File: src/rtl/latch_bank_write_ctrl_if.sv
// Request/latch-bus bundle for the latch-bank write sequencer.
// master = requester side, slave = the sequencer.
interface latch_bank_write_ctrl_if #(
  parameter int NREQ = 2,
  parameter int AW   = 3,
  parameter int DW   = 8
);
  localparam int NW = 1 << AW;
  localparam int GW = (NREQ > 1) ? $clog2(NREQ) : 1;

  logic [NREQ-1:0]    req_valid;
  logic [NREQ*AW-1:0] req_addr;
  logic [NREQ*DW-1:0] req_data;
  logic [NREQ-1:0]    req_ready;
  logic [DW-1:0]      lat_d;
  logic [NW-1:0]      lat_en;
  logic               busy;
  logic               wr_done;
  logic [GW-1:0]      grant_id;

  modport master (
    output req_valid, req_addr, req_data,
    input  req_ready, lat_d, lat_en, busy, wr_done, grant_id
  );

  modport slave (
    input  req_valid, req_addr, req_data,
    output req_ready, lat_d, lat_en, busy, wr_done, grant_id
  );
endinterface

File: src/rtl/latch_bank_write_ctrl.sv
// Round-robin write sequencer for a D-latch register bank: data settles with all
// enables low, one enable pulses for EN_CYCLES, then closes while data is still held.
module latch_bank_write_ctrl #(
  parameter int NREQ      = 2,
  parameter int AW        = 3,
  parameter int DW        = 8,
  parameter int EN_CYCLES = 1
) (
  input  logic                  clk,
  input  logic                  rst_n,
  latch_bank_write_ctrl_if.slave bus
);
  localparam int NW = 1 << AW;
  localparam int GW = (NREQ > 1) ? $clog2(NREQ) : 1;
  localparam int CW = (EN_CYCLES > 1) ? $clog2(EN_CYCLES) : 1;

  if (EN_CYCLES < 1) begin : g_bad_en_cycles
    $error("latch_bank_write_ctrl: EN_CYCLES must be >= 1");
  end
  if (NREQ < 1) begin : g_bad_nreq
    $error("latch_bank_write_ctrl: NREQ must be >= 1");
  end

  typedef enum logic [1:0] {IDLE, SETUP, OPEN, HOLD} state_e;

  typedef struct packed {
    logic [AW-1:0] addr;
    logic [DW-1:0] data;
  } wr_req_t;

  wr_req_t [NREQ-1:0] req;

  for (genvar i = 0; i < NREQ; i++) begin : g_req
    assign req[i] = {bus.req_addr[i*AW +: AW], bus.req_data[i*DW +: DW]};
  end

  state_e        state_q, state_d;
  logic [GW-1:0] rr_ptr_q, rr_ptr_d;
  logic [GW-1:0] grant_q, grant_d;
  logic [AW-1:0] addr_q, addr_d;
  logic [DW-1:0] lat_d_q, lat_d_d;
  logic [CW-1:0] cnt_q, cnt_d;
  logic [NW-1:0] lat_en_q, lat_en_d;
  logic          busy_q, busy_d;
  logic          done_q, done_d;

  logic            win_found;
  logic [GW-1:0]   win_id;
  logic [GW-1:0]   win_nxt;
  logic            accept;
  logic [NREQ-1:0] ready;

  // Rotating-priority search starting at rr_ptr.
  always_comb begin
    logic [GW-1:0] idx;
    win_found = 1'b0;
    win_id    = '0;
    idx       = '0;
    for (int k = 0; k < NREQ; k++) begin
      idx = GW'((int'(rr_ptr_q) + k) % NREQ);
      if (!win_found && bus.req_valid[idx]) begin
        win_found = 1'b1;
        win_id    = idx;
      end
    end
  end

  assign win_nxt = GW'((int'(win_id) + 1) % NREQ);
  assign accept  = (state_q == IDLE) && win_found;

  always_comb begin
    ready = '0;
    if (accept) ready[win_id] = 1'b1;
  end

  always_comb begin
    state_d  = state_q;
    rr_ptr_d = rr_ptr_q;
    grant_d  = grant_q;
    addr_d   = addr_q;
    lat_d_d  = lat_d_q;
    cnt_d    = cnt_q;
    case (state_q)
      IDLE: begin
        if (accept) begin
          state_d  = SETUP;
          rr_ptr_d = win_nxt;
          grant_d  = win_id;
          addr_d   = req[win_id].addr;
          lat_d_d  = req[win_id].data;
        end
      end
      SETUP: begin
        state_d = OPEN;
        cnt_d   = CW'(EN_CYCLES - 1);
      end
      OPEN: begin
        if (cnt_q == '0) state_d = HOLD;
        else             cnt_d   = cnt_q - 1'b1;
      end
      HOLD:    state_d = IDLE;
      default: state_d = IDLE;
    endcase
  end

  // Outputs are decoded from the next state so they come straight off flops.
  always_comb begin
    lat_en_d = '0;
    if (state_d == OPEN) lat_en_d[addr_q] = 1'b1;
    busy_d = (state_d != IDLE);
    done_d = (state_d == HOLD);
  end

  always_ff @(posedge clk or negedge rst_n) begin
    if (!rst_n) begin
      state_q  <= IDLE;
      rr_ptr_q <= '0;
      grant_q  <= '0;
      addr_q   <= '0;
      lat_d_q  <= '0;
      cnt_q    <= '0;
      lat_en_q <= '0;
      busy_q   <= 1'b0;
      done_q   <= 1'b0;
    end else begin
      state_q  <= state_d;
      rr_ptr_q <= rr_ptr_d;
      grant_q  <= grant_d;
      addr_q   <= addr_d;
      lat_d_q  <= lat_d_d;
      cnt_q    <= cnt_d;
      lat_en_q <= lat_en_d;
      busy_q   <= busy_d;
      done_q   <= done_d;
    end
  end

  assign bus.req_ready = ready;
  assign bus.lat_d     = lat_d_q;
  assign bus.lat_en    = lat_en_q;
  assign bus.busy      = busy_q;
  assign bus.wr_done   = done_q;
  assign bus.grant_id  = grant_q;

  a_en_onehot0: assert property (@(posedge clk) disable iff (!rst_n) $onehot0(lat_en_q));
  a_d_stable:   assert property (@(posedge clk) disable iff (!rst_n)
                                 (lat_en_q != '0) |=> $stable(lat_d_q));
endmodule

File: src/flat_wrapper.sv
// flat-port wrapper written by rule: the top's interface ports become plain ports
module latch_bank_write_ctrl_flat 
#(
  parameter int NREQ      = 2,
  parameter int AW        = 3,
  parameter int DW        = 8,
  parameter int EN_CYCLES = 1
)
  (clk, rst_n, bus_req_valid, bus_req_addr, bus_req_data, bus_req_ready, bus_lat_d, bus_lat_en, bus_busy, bus_wr_done, bus_grant_id);
  latch_bank_write_ctrl_if #(.NREQ(NREQ), .AW(AW), .DW(DW)) bus_i ();
  input  logic clk;
  input  logic rst_n;
  input wire logic [$bits(bus_i.req_valid)-1:0] bus_req_valid;
  input wire logic [$bits(bus_i.req_addr)-1:0] bus_req_addr;
  input wire logic [$bits(bus_i.req_data)-1:0] bus_req_data;
  output wire logic [$bits(bus_i.req_ready)-1:0] bus_req_ready;
  output wire logic [$bits(bus_i.lat_d)-1:0] bus_lat_d;
  output wire logic [$bits(bus_i.lat_en)-1:0] bus_lat_en;
  output wire logic [$bits(bus_i.busy)-1:0] bus_busy;
  output wire logic [$bits(bus_i.wr_done)-1:0] bus_wr_done;
  output wire logic [$bits(bus_i.grant_id)-1:0] bus_grant_id;
  assign bus_i.req_valid = bus_req_valid;
  assign bus_i.req_addr = bus_req_addr;
  assign bus_i.req_data = bus_req_data;
  assign bus_req_ready = bus_i.req_ready;
  assign bus_lat_d = bus_i.lat_d;
  assign bus_lat_en = bus_i.lat_en;
  assign bus_busy = bus_i.busy;
  assign bus_wr_done = bus_i.wr_done;
  assign bus_grant_id = bus_i.grant_id;
  latch_bank_write_ctrl #(.NREQ(NREQ), .AW(AW), .DW(DW), .EN_CYCLES(EN_CYCLES)) u_core (.clk(clk), .rst_n(rst_n), .bus(bus_i));
endmodule
File: config.mk
export PLATFORM = sky130hd
export DESIGN_NAME = latch_bank_write_ctrl_flat
export DESIGN_NICKNAME = d
export VERILOG_FILES = /design/src/rtl/latch_bank_write_ctrl_if.sv /design/src/rtl/latch_bank_write_ctrl.sv /design/src/flat_wrapper.sv
export SDC_FILE = /design/constraint.sdc
export NUM_CORES = 1
export LEC_CHECK = 0
export CORE_MARGIN = 2
export CORE_UTILIZATION = 30
export CTS_CLUSTER_DIAMETER = 30
export DETAILED_ROUTE_END_ITERATION = 6
export PLACE_DENSITY = 0.61
export SETUP_SLACK_MARGIN = 0.05
export SLEW_MARGIN = 20
export SYNTH_ARGS = -nofsm -noshare
export SYNTH_HDL_FRONTEND = slang
export SYNTH_SLANG_ARGS = --single-unit
File: constraint.sdc
create_clock -name clk -period 1.8 [get_ports clk]
set_clock_uncertainty 0.1 [all_clocks]
set_input_delay 0.27 -clock clk [delete_from_list [all_inputs] [get_ports clk]]
set_output_delay 0.27 -clock clk [all_outputs]
set_load 0.01 [all_outputs]
==> results.md, run 1 <==
Global route:
- The number of global-route vias before repair is 856.
- The number of antenna violations at the first check in global routing is 0.
- The overall overflow remaining after global route is 0.
- The global-route wire length before repair is between 3000 and 4000 µm.
- The pin count of the biggest net entering global routing is 26.
- Global routing used about 13% of the available tracks.

STA:
- The worst-case hold slack is 0.210 ns.
- The count of pins over their slew limit came to 0.
- The final critical path takes up 92.8% of the cycle.
- At the pin with the least slew margin, the transition time is 0.478 ns.
- The final setup violation count is 0.
- Setup repair after global routing could not meet its margin everywhere.
- The clock period minus worst slack is 1.67 ns.
- Static timing analysis puts the maximum clock frequency at 0.599 GHz.
- The number of hold violations in the final report came to 0.
- The headroom to the max-slew limit is 68.1%.

Route:
- Wires add up to 2310 µm.
- After detailed routing, the average wire length per cell comes to 12.7 µm.
- In the routed design, unresolved DRC markers number 0.
- The post-route antenna net violation count is 0.
- For this block, the initial DRC count from the detailed router was 22.
- The via density per instance is 4.48.
- The total via count after detailed routing is 815.
- The first detailed-routing pass took 4 iterations.

Setup path:
- In this run the critical register-to-register path is launched from u_core.state_q[0]$_DFF_PN0_.
- Data arrives at the worst endpoint at 1.30 ns.
- The register-to-register setup slack is 0.30 ns.
- The worst register-to-register path has a depth of 5.
- The critical path is of the reg2out type.
- STA classifies the critical path endpoint as an output pin.
- The maximum fanout encountered on the critical timing path is 5.
- STA puts the critical path data required time at ~1.4 ns.
- The worst reg2reg path endpoint is u_core.bus.lat_d[1]$_DFFE_PN0P_.
- The sort of element at the start of the critical path is a flip-flop.

Clock tree:
- CTS built an H-tree with a depth of 1.
- The buffer type at the clock tree root is sky130_fd_sc_hd__clkbuf_4.
- The maximum clock insertion buffer count is 2.
- Counting the buffers created by CTS gives 3.
- The clock net in this run drives a total of 25 sinks.
- The clock transition at the register clock pins on the worst setup and hold paths after CTS is ~0.13 ns.
- The clock reaches the later pin of the worst-skew pair after around 0.31 ns.
- TritonCTS built the clock tree.

Synth:
- Summing the areas of all compound-gate instances in the mapped netlist gives 15.7% of the synthesized area.
- Synthesis produced a netlist with a net count of 109.
- After synthesis, the largest family of logic cells by area is compound AO/OA/AOI/OAI gates.
- The area share of and/or/nand/nor cells after synthesis is 15.2%.
- After Yosys synthesis, XOR and XNOR cells account for 0% of the synthesized area.
- In the synthesized netlist, mux cells make up 0% of the area.
- After synthesis, the mean cell area works out to 12.7 µm².
- Synthesis handed over a netlist of 80 instances.
- The sequential cell area fraction in the yosys report is 61.7%.
- The mapped netlist covers 1010 µm².
- The netlist uses 17 different library cells.
- The count of warnings emitted by yosys is 0.
- The register bit count reported by yosys is 25.
- After Yosys synthesis, full adders, half adders and majority gates account for about 3.7% of the synthesized area.

Layout:
- In the final layout, the share of cells above drive strength 1 is 19.9%.
- The count of nets after finishing is 166.
- The repair_antennas step left the layout with diodes totalling 0.
- At the end of the flow the core is filled with cells to 48.8%.
- After routing the design area is 1600 µm².
- The synthesis-to-layout area growth is 58.3%.
- The count of filler cells inserted in the layout is 312.

Power and ir drop:
- The internal power component is 0.00152 W.
- The clock network accounts for 10.8% of the total power.
- The part of the total power dissipated in sequential elements is 39.5%.
- For this design the total switching power over the nets is 0.000736 W.
- The worst-case vdd ir drop is 494 µV.
- Net switching is 32.6% of the power.
- The combinational fraction of design power is about half.
- The power per cell area is between 1000 and 1500 nW/µm².
- The reported leakage power is 0.699 nW.

Die:
- The floorplan core area is 3280 µm².
- The vertical die dimension is 62.1 µm.
- The initialized floorplan defines 21 standard-cell rows.
- The die width is 62.1 µm.
- The starting utilization of the core area is 30.9%.
- For this design the top-level I/O count stands at 47.
- The die covers between 3000 and 4000 µm².

Placed design:
- The number of buffers inserted by port buffering is 46.
- The placed wire-length estimate is between 1500 and 2000 µm.
- Routability-driven placement finished with a final weighted congestion of 0.762.
- In this run the cell area measured after placement is 1570 µm².

Worst hold path:
- In this run the worst hold path is classified as in2async.

Status:
- The run finished with clean final reports.

Job:
- Max-cap violations in this run came to 0.
## cell usage in the layout, fill, tap and decap left out
cell type,count
sky130_fd_sc_hd__and2_0,8
sky130_fd_sc_hd__clkbuf_4,3
sky130_fd_sc_hd__inv_1,1
sky130_fd_sc_hd__nor3_1,3
sky130_fd_sc_hd__clkdlybuf4s50_1,44
sky130_fd_sc_hd__ha_4,1
sky130_fd_sc_hd__a21o_2,2
sky130_fd_sc_hd__buf_2,2
sky130_fd_sc_hd__nand2b_1,3
sky130_fd_sc_hd__and2_2,3
sky130_fd_sc_hd__dfrtp_1,25
sky130_fd_sc_hd__a21oi_2,2
sky130_fd_sc_hd__nor2_1,7
sky130_fd_sc_hd__ha_1,2
sky130_fd_sc_hd__nand2_1,3
sky130_fd_sc_hd__a221o_1,11
sky130_fd_sc_hd__clkbuf_1,1
sky130_fd_sc_hd__inv_2,2
sky130_fd_sc_hd__nand2_2,1
sky130_fd_sc_hd__or2_2,1
sky130_fd_sc_hd__a21oi_1,1
sky130_fd_sc_hd__buf_4,9
sky130_fd_sc_hd__o21ai_2,1
## power by group through the flow
stage / combinational (W) / sequential [W] / clock (W)
5_1_grt: 0.00122 / 0.000923 / 0.000287
3_5_place_dp: 0.00108 / 0.000902 / 0
3_3_place_gp: 0.00107 / 0.000892 / 0
2_1_floorplan: 0.000506 / 0.000953 / 0
4_1_cts: 0.00112 / 0.000895 / 0.000258
6_report: 0.00112 / 0.000890 / 0.000243
## synth_stat cells
cell type                  number  area [µm²]
sky130_fd_sc_hd__and2_0         8        50.1
sky130_fd_sc_hd__a21oi_2        2        17.5
sky130_fd_sc_hd__a21o_2         2        17.5
sky130_fd_sc_hd__ha_1           3        37.5
sky130_fd_sc_hd__dfrtp_1       25         626
sky130_fd_sc_hd__buf_6          1        11.3
sky130_fd_sc_hd__nand2b_1       3        18.8
sky130_fd_sc_hd__or2_2          1        6.26
sky130_fd_sc_hd__a21oi_1        1        5.00
sky130_fd_sc_hd__inv_1          3        11.3
sky130_fd_sc_hd__a221o_1       11         110
sky130_fd_sc_hd__and2_2         3        22.5
sky130_fd_sc_hd__nor3_1         3        15.0
sky130_fd_sc_hd__buf_4          2        15.0
sky130_fd_sc_hd__nor2_1         7        26.3
sky130_fd_sc_hd__o21ai_2        1        8.76
sky130_fd_sc_hd__nand2_1        4        15.0
## worst max-delay path, cell delays in order, from the launching register on
cell and delay, ns:
sky130_fd_sc_hd__dfrtp_1 0.41, sky130_fd_sc_hd__inv_2 0.08, sky130_fd_sc_hd__ha_4 0.16, sky130_fd_sc_hd__nand2_1 0.07
sky130_fd_sc_hd__a21oi_2 0.12, sky130_fd_sc_hd__buf_2 0.15
## how the worst max path moves through the flow
| stage | start | endpoint | slack (ns) | cells after the start |
|---|---|---|---|---|
| after floorplan | u_core.state_q[0]$_DFF_PN0_ | u_core.addr_q[0]$_DFFE_PN0P_ | 0.30 | 6 |
| after global placement | bus_req_valid[0] | bus_req_ready[0] | -0.14 | 4 |
| after detailed placement | bus_req_valid[1] | bus_req_ready[1] | -0.15 | 4 |
| after CTS | u_core.state_q[1]$_DFF_PN0_ | bus_req_ready[0] | 0.07 | 5 |
| after global routing | u_core.state_q[0]$_DFF_PN0_ | bus_req_ready[0] | 0.007 | 5 |
| final | u_core.state_q[0]$_DFF_PN0_ | bus_req_ready[1] | 0.13 | 5 |
## repair_timing
| item | 4_1_cts | 5_1_grt |
|---|---|---|
| cloned | 0 | 0 |
| buffers inserted | 0 | 1 |
| gates resized for setup | 11 | 2 |
| hold buffers | 0 | 0 |
| setup endpoints to repair | 2 | 2 |
| pin swaps | 0 | 1 |
## per-stage QoR
stage,worst slack (ns),power (W),cells,TNS [ns]
finish,0.130,0.00226,182,0
global route,0.00713,0.00243,182,0
CTS,0.0724,0.00227,181,0
detailed placement,-0.152,0.00198,177,-0.342
global placement,-0.140,0.00196,177,-0.300
floorplan,0.302,0.00146,80,0
## state kept, by name (all words and copies together), names as in the netlist
signal / flops
u_core.addr_q: 3
u_core.bus.busy: 1
u_core.bus.grant_id: 1
u_core.bus.lat_d: 8
u_core.bus.lat_en: 8
u_core.bus.wr_done: 1
u_core.rr_ptr_q: 1
u_core.state_q: 2
## cells by family (layout without fill, tap and decap cells)
family	Yosys count	in the layout
adder cells (fa/ha/maj)	3	3
AND/OR/NAND/NOR	29	29
AO/OA/AOI/OAI	17	17
buffers and inverters	6	62
flip-flops	25	25
## routing by layer
metal	wire length (µm)	global-route usage, %
met5	0	0
met3	114	1.81
met1	931	15.3
met4	28	5.83
met2	1230	22.3
## area by class of cell
type                            instances  area (µm²)  area share, %
Tap cell                               46        57.6           3.59
Inverter                                3        11.3          0.702
Multi-Input combinational cell         49         365           22.8
Sequential cell                        25         626           39.0
Clock buffer                            4        26.3           1.64
Timing Repair Buffer                   55         518           32.3
Note: power is estimated with default switching activity, not from simulation.
==> inputs of run 2 (changes only) <==
==> constraint.sdc (replaced) <==
create_clock -name clk -period 1.7 [get_ports clk]
set_clock_uncertainty 0.1 [all_clocks]
set_input_delay 0.255 -clock clk [delete_from_list [all_inputs] [get_ports clk]]
set_output_delay 0.255 -clock clk [all_outputs]
set_load 0.01 [all_outputs]
==> run 2 against run 1 <==
- final cell count is 3.8% higher
- die area stayed put
- critical path depth stayed put
- clock power is 14% higher
- clock-buffer cell count is 1 lower
- via count is 3.1% higher
- core utilization is 1.9 points higher
- cell area is 3.8% higher
- routed wire length is 4.5% higher
- register-to-register slack worse by 0.12 ns
- first-iteration DRC count is 110% higher
- critical path type unchanged
- largest cell class unchanged
- highest routed layer unchanged
==> results.md, run 2 (same netlist as run 1, synthesis figures left out) <==
Route:
- The via density per instance is 4.44.
- For this run, the detailed router's first-pass iteration total came to 4.
- After detailed routing, the number of remaining DRC violations is 0.
- In this run the remaining antenna-violating nets after routing total 0.
- The routed wire length is 2410 µm.
- In the final routed layout, each cell accounts on average for about 13 µm.
- The total via count after detailed routing is 840.
- The number of DRC violations after detailed-routing iteration 0 is 47.

Die:
- The full die area is 3860 µm².
- The I/O pin total is 47.
- The floorplan core area is 3280 µm².
- In this run the horizontal extent of the chip is 62.1 µm.
- The number of standard-cell rows in the floorplan is 21.
- The starting utilization of the core area is 30.9%.
- From bottom edge to top edge, the die measures 62.1 µm.

Setup path:
- The launching instance or port of the critical path is u_core.state_q[1]$_DFF_PN0_.
- The count of cells along the worst register-to-register path is 7.
- The worst register-to-register path ends at u_core.bus.busy$_DFF_PN0_.
- The worst setup path is of the reg2out kind.
- The data required time at the worst endpoint is 1.34 ns.
- The worst reg2reg path startpoint is u_core.state_q[0]$_DFF_PN0_.
- Along the worst path, the maximum fanout reaches 4.
- The kind of capture point of the worst setup path is an output pin.
- STA classifies the critical path startpoint as a flip-flop.
- Setup slack on the worst reg-to-reg path comes out at 0.18 ns.
- For the worst setup path, the data arrival time is 1.30 ns.

Global route:
- The number of global-route vias before repair is 843.
- Entering global routing, the biggest net connects 26 pins.
- The overall overflow remaining after global route is 0.
- The total global-route track usage is a little over an eighth.
- The number of antenna violations at the first check in global routing is 0.
- The global-route wire length before repair is roughly 4000 µm.

Clock tree:
- The CTS tree is yes.
- CTS built an H-tree with a depth of 1.
- Clock-pin slew was measured on the worst setup and hold paths at around 0.16 ns.
- The maximum clock insertion buffer count is 2.
- The total of hold buffers inserted after clock tree synthesis is 0.
- The number of clock sinks is 25.
- The TritonCTS buffer count is 3.
- The later pin in the worst-skew pair is clocked with a latency of 0.33 ns.
- The buffer type at the clock tree root is sky130_fd_sc_hd__clkbuf_4.

Power and ir drop:
- The switching part of the total is 32.8%.
- The analysis attributes to net switching a power of 0.000828 W.
- The internal power component is approximately 0.0017 W.
- Total power for the finished layout comes to 0.00253 W.
- The worst-case vdd ir drop is 604 µV.
- The share of total power dissipated in the clock network is 11.0%.
- The reported leakage power is approximately 0.76 nW.
- The part of the total power dissipated in sequential elements is between 30 and 40%.
- The power per cell area is 1520 nW/µm².
- The combinational fraction of design power is about 52%.

Layout:
- The number of diodes added for antenna fixing is 0.
- The finished layout holds about 190 standard cells, fillers aside.
- For this run, the share of the core covered by cells in the final layout is 50.7%.
- After the last flow step, the layout net total stands at 173.
- Of the cells placed in the final design, the portion with a size suffix greater than 1 is 24.5%.
- In the layout the commonest cells are sky130_fd_sc_hd__clkdlybuf4s50_1, sky130_fd_sc_hd__dfrtp_1, sky130_fd_sc_hd__buf_4.
- The area of all placed cells without fillers is 1670 µm².
- The synthesis-to-layout area growth is 64.3%.
- The library cell used most frequently in the layout, excluding fill and tap cells, is sky130_fd_sc_hd__clkdlybuf4s50_1.

Placed design:
- The last weighted congestion value of the routability-driven placer is around 0.76.
- The placed wire-length estimate is 1780 µm.
- The number of buffers inserted by port buffering is 46.
- In this run, placement finished with an instance count of 177.
- The cell area reported after detailed placement is 1570 µm².

Status:
- The run finished with clean final reports.

STA:
- Setup repair after global routing could not meet its margin everywhere.
- Setup total negative slack on the finished layout was measured at 0 ns.
- After layout, the minimum clock period comes to ~1.7 ns.
- The number of hold violations in the final report is 0.
- The final setup violation count is 0.
- For the pin with the worst max-slew slack, the measured transition is ~0.48 ns.
- The count of pins over their slew limit was 0.
- Timing would allow up to 0.604 GHz.
- The final worst-path cycle share is 97.5%.
- The worst pin sits at a relative slew slack of 68.0%.

Worst hold path:
- The worst hold path class is in2async.

Job:
- Max-cap violations in this run came to 0.
run 2: worst max path at each step:
stage	to	slack (ns)	depth (start not counted)
floorplan	u_core.addr_q[0]$_DFFE_PN0P_	0.20	6
global placement	bus_req_ready[0]	-0.21	4
detailed placement	bus_req_ready[0]	-0.23	4
CTS	bus_req_ready[0]	0.01	5
global route	bus_req_ready[1]	-0.05	5
finish	bus_req_ready[0]	0.04	5
run 2: timing repair:
action	4_1_cts	5_1_grt
endpoints found under the setup margin	2	4
pin swaps	1	1
gates resized for setup	13	2
buffers inserted	5	3
run 2: metrics by stage:
stage	hold WS [ns]	setup WS, ns
floorplan	-0.141	0.202
global placement	0.369	-0.209
detailed placement	0.374	-0.227
CTS	0.180	0.0140
global route	0.183	-0.0543
finish	0.168	0.0430
run 2: cell type report:
type / instances / area, µm²
clock buffers: 3 / 22.5
clock inverters: 1 / 7.51
fillers: 325 / 1620
inverters: 3 / 11.3
multi-input cells: 49 / 365
flip-flops and latches: 25 / 626
well taps: 46 / 57.6
repair buffers: 62 / 576
run 2: critical path, stage by stage (launching register included):
cell and delay [ns]:
sky130_fd_sc_hd__dfrtp_1 0.42, sky130_fd_sc_hd__inv_2 0.08, sky130_fd_sc_hd__ha_4 0.15, sky130_fd_sc_hd__nand2_1 0.06, sky130_fd_sc_hd__a21oi_2 0.12, sky130_fd_sc_hd__buf_2 0.16
run 2: metal layers:
| metal | share of wire [%] | wire length [µm] | global-route usage (%) |
|---|---|---|---|
| met4 | 1.1 | 27 | 6.67 |
| met1 | 43 | 1040 | 16.5 |
| met5 | 0 | 0 | 0 |
| met2 | 52 | 1250 | 21.9 |
| met3 | 4.0 | 97 | 2.54 |
run 2: power by group through the flow:
stage / Sequential [W] / Clock, W / Combinational (W)
3_3_place_gp: 0.000945 / 0 / 0.00113
2_1_floorplan: 0.00101 / 0 / 0.000536
4_1_cts: 0.000944 / 0.000283 / 0.00128
6_report: 0.000939 / 0.000277 / 0.00131
3_5_place_dp: 0.000954 / 0 / 0.00115
5_1_grt: 0.000970 / 0.000319 / 0.00141
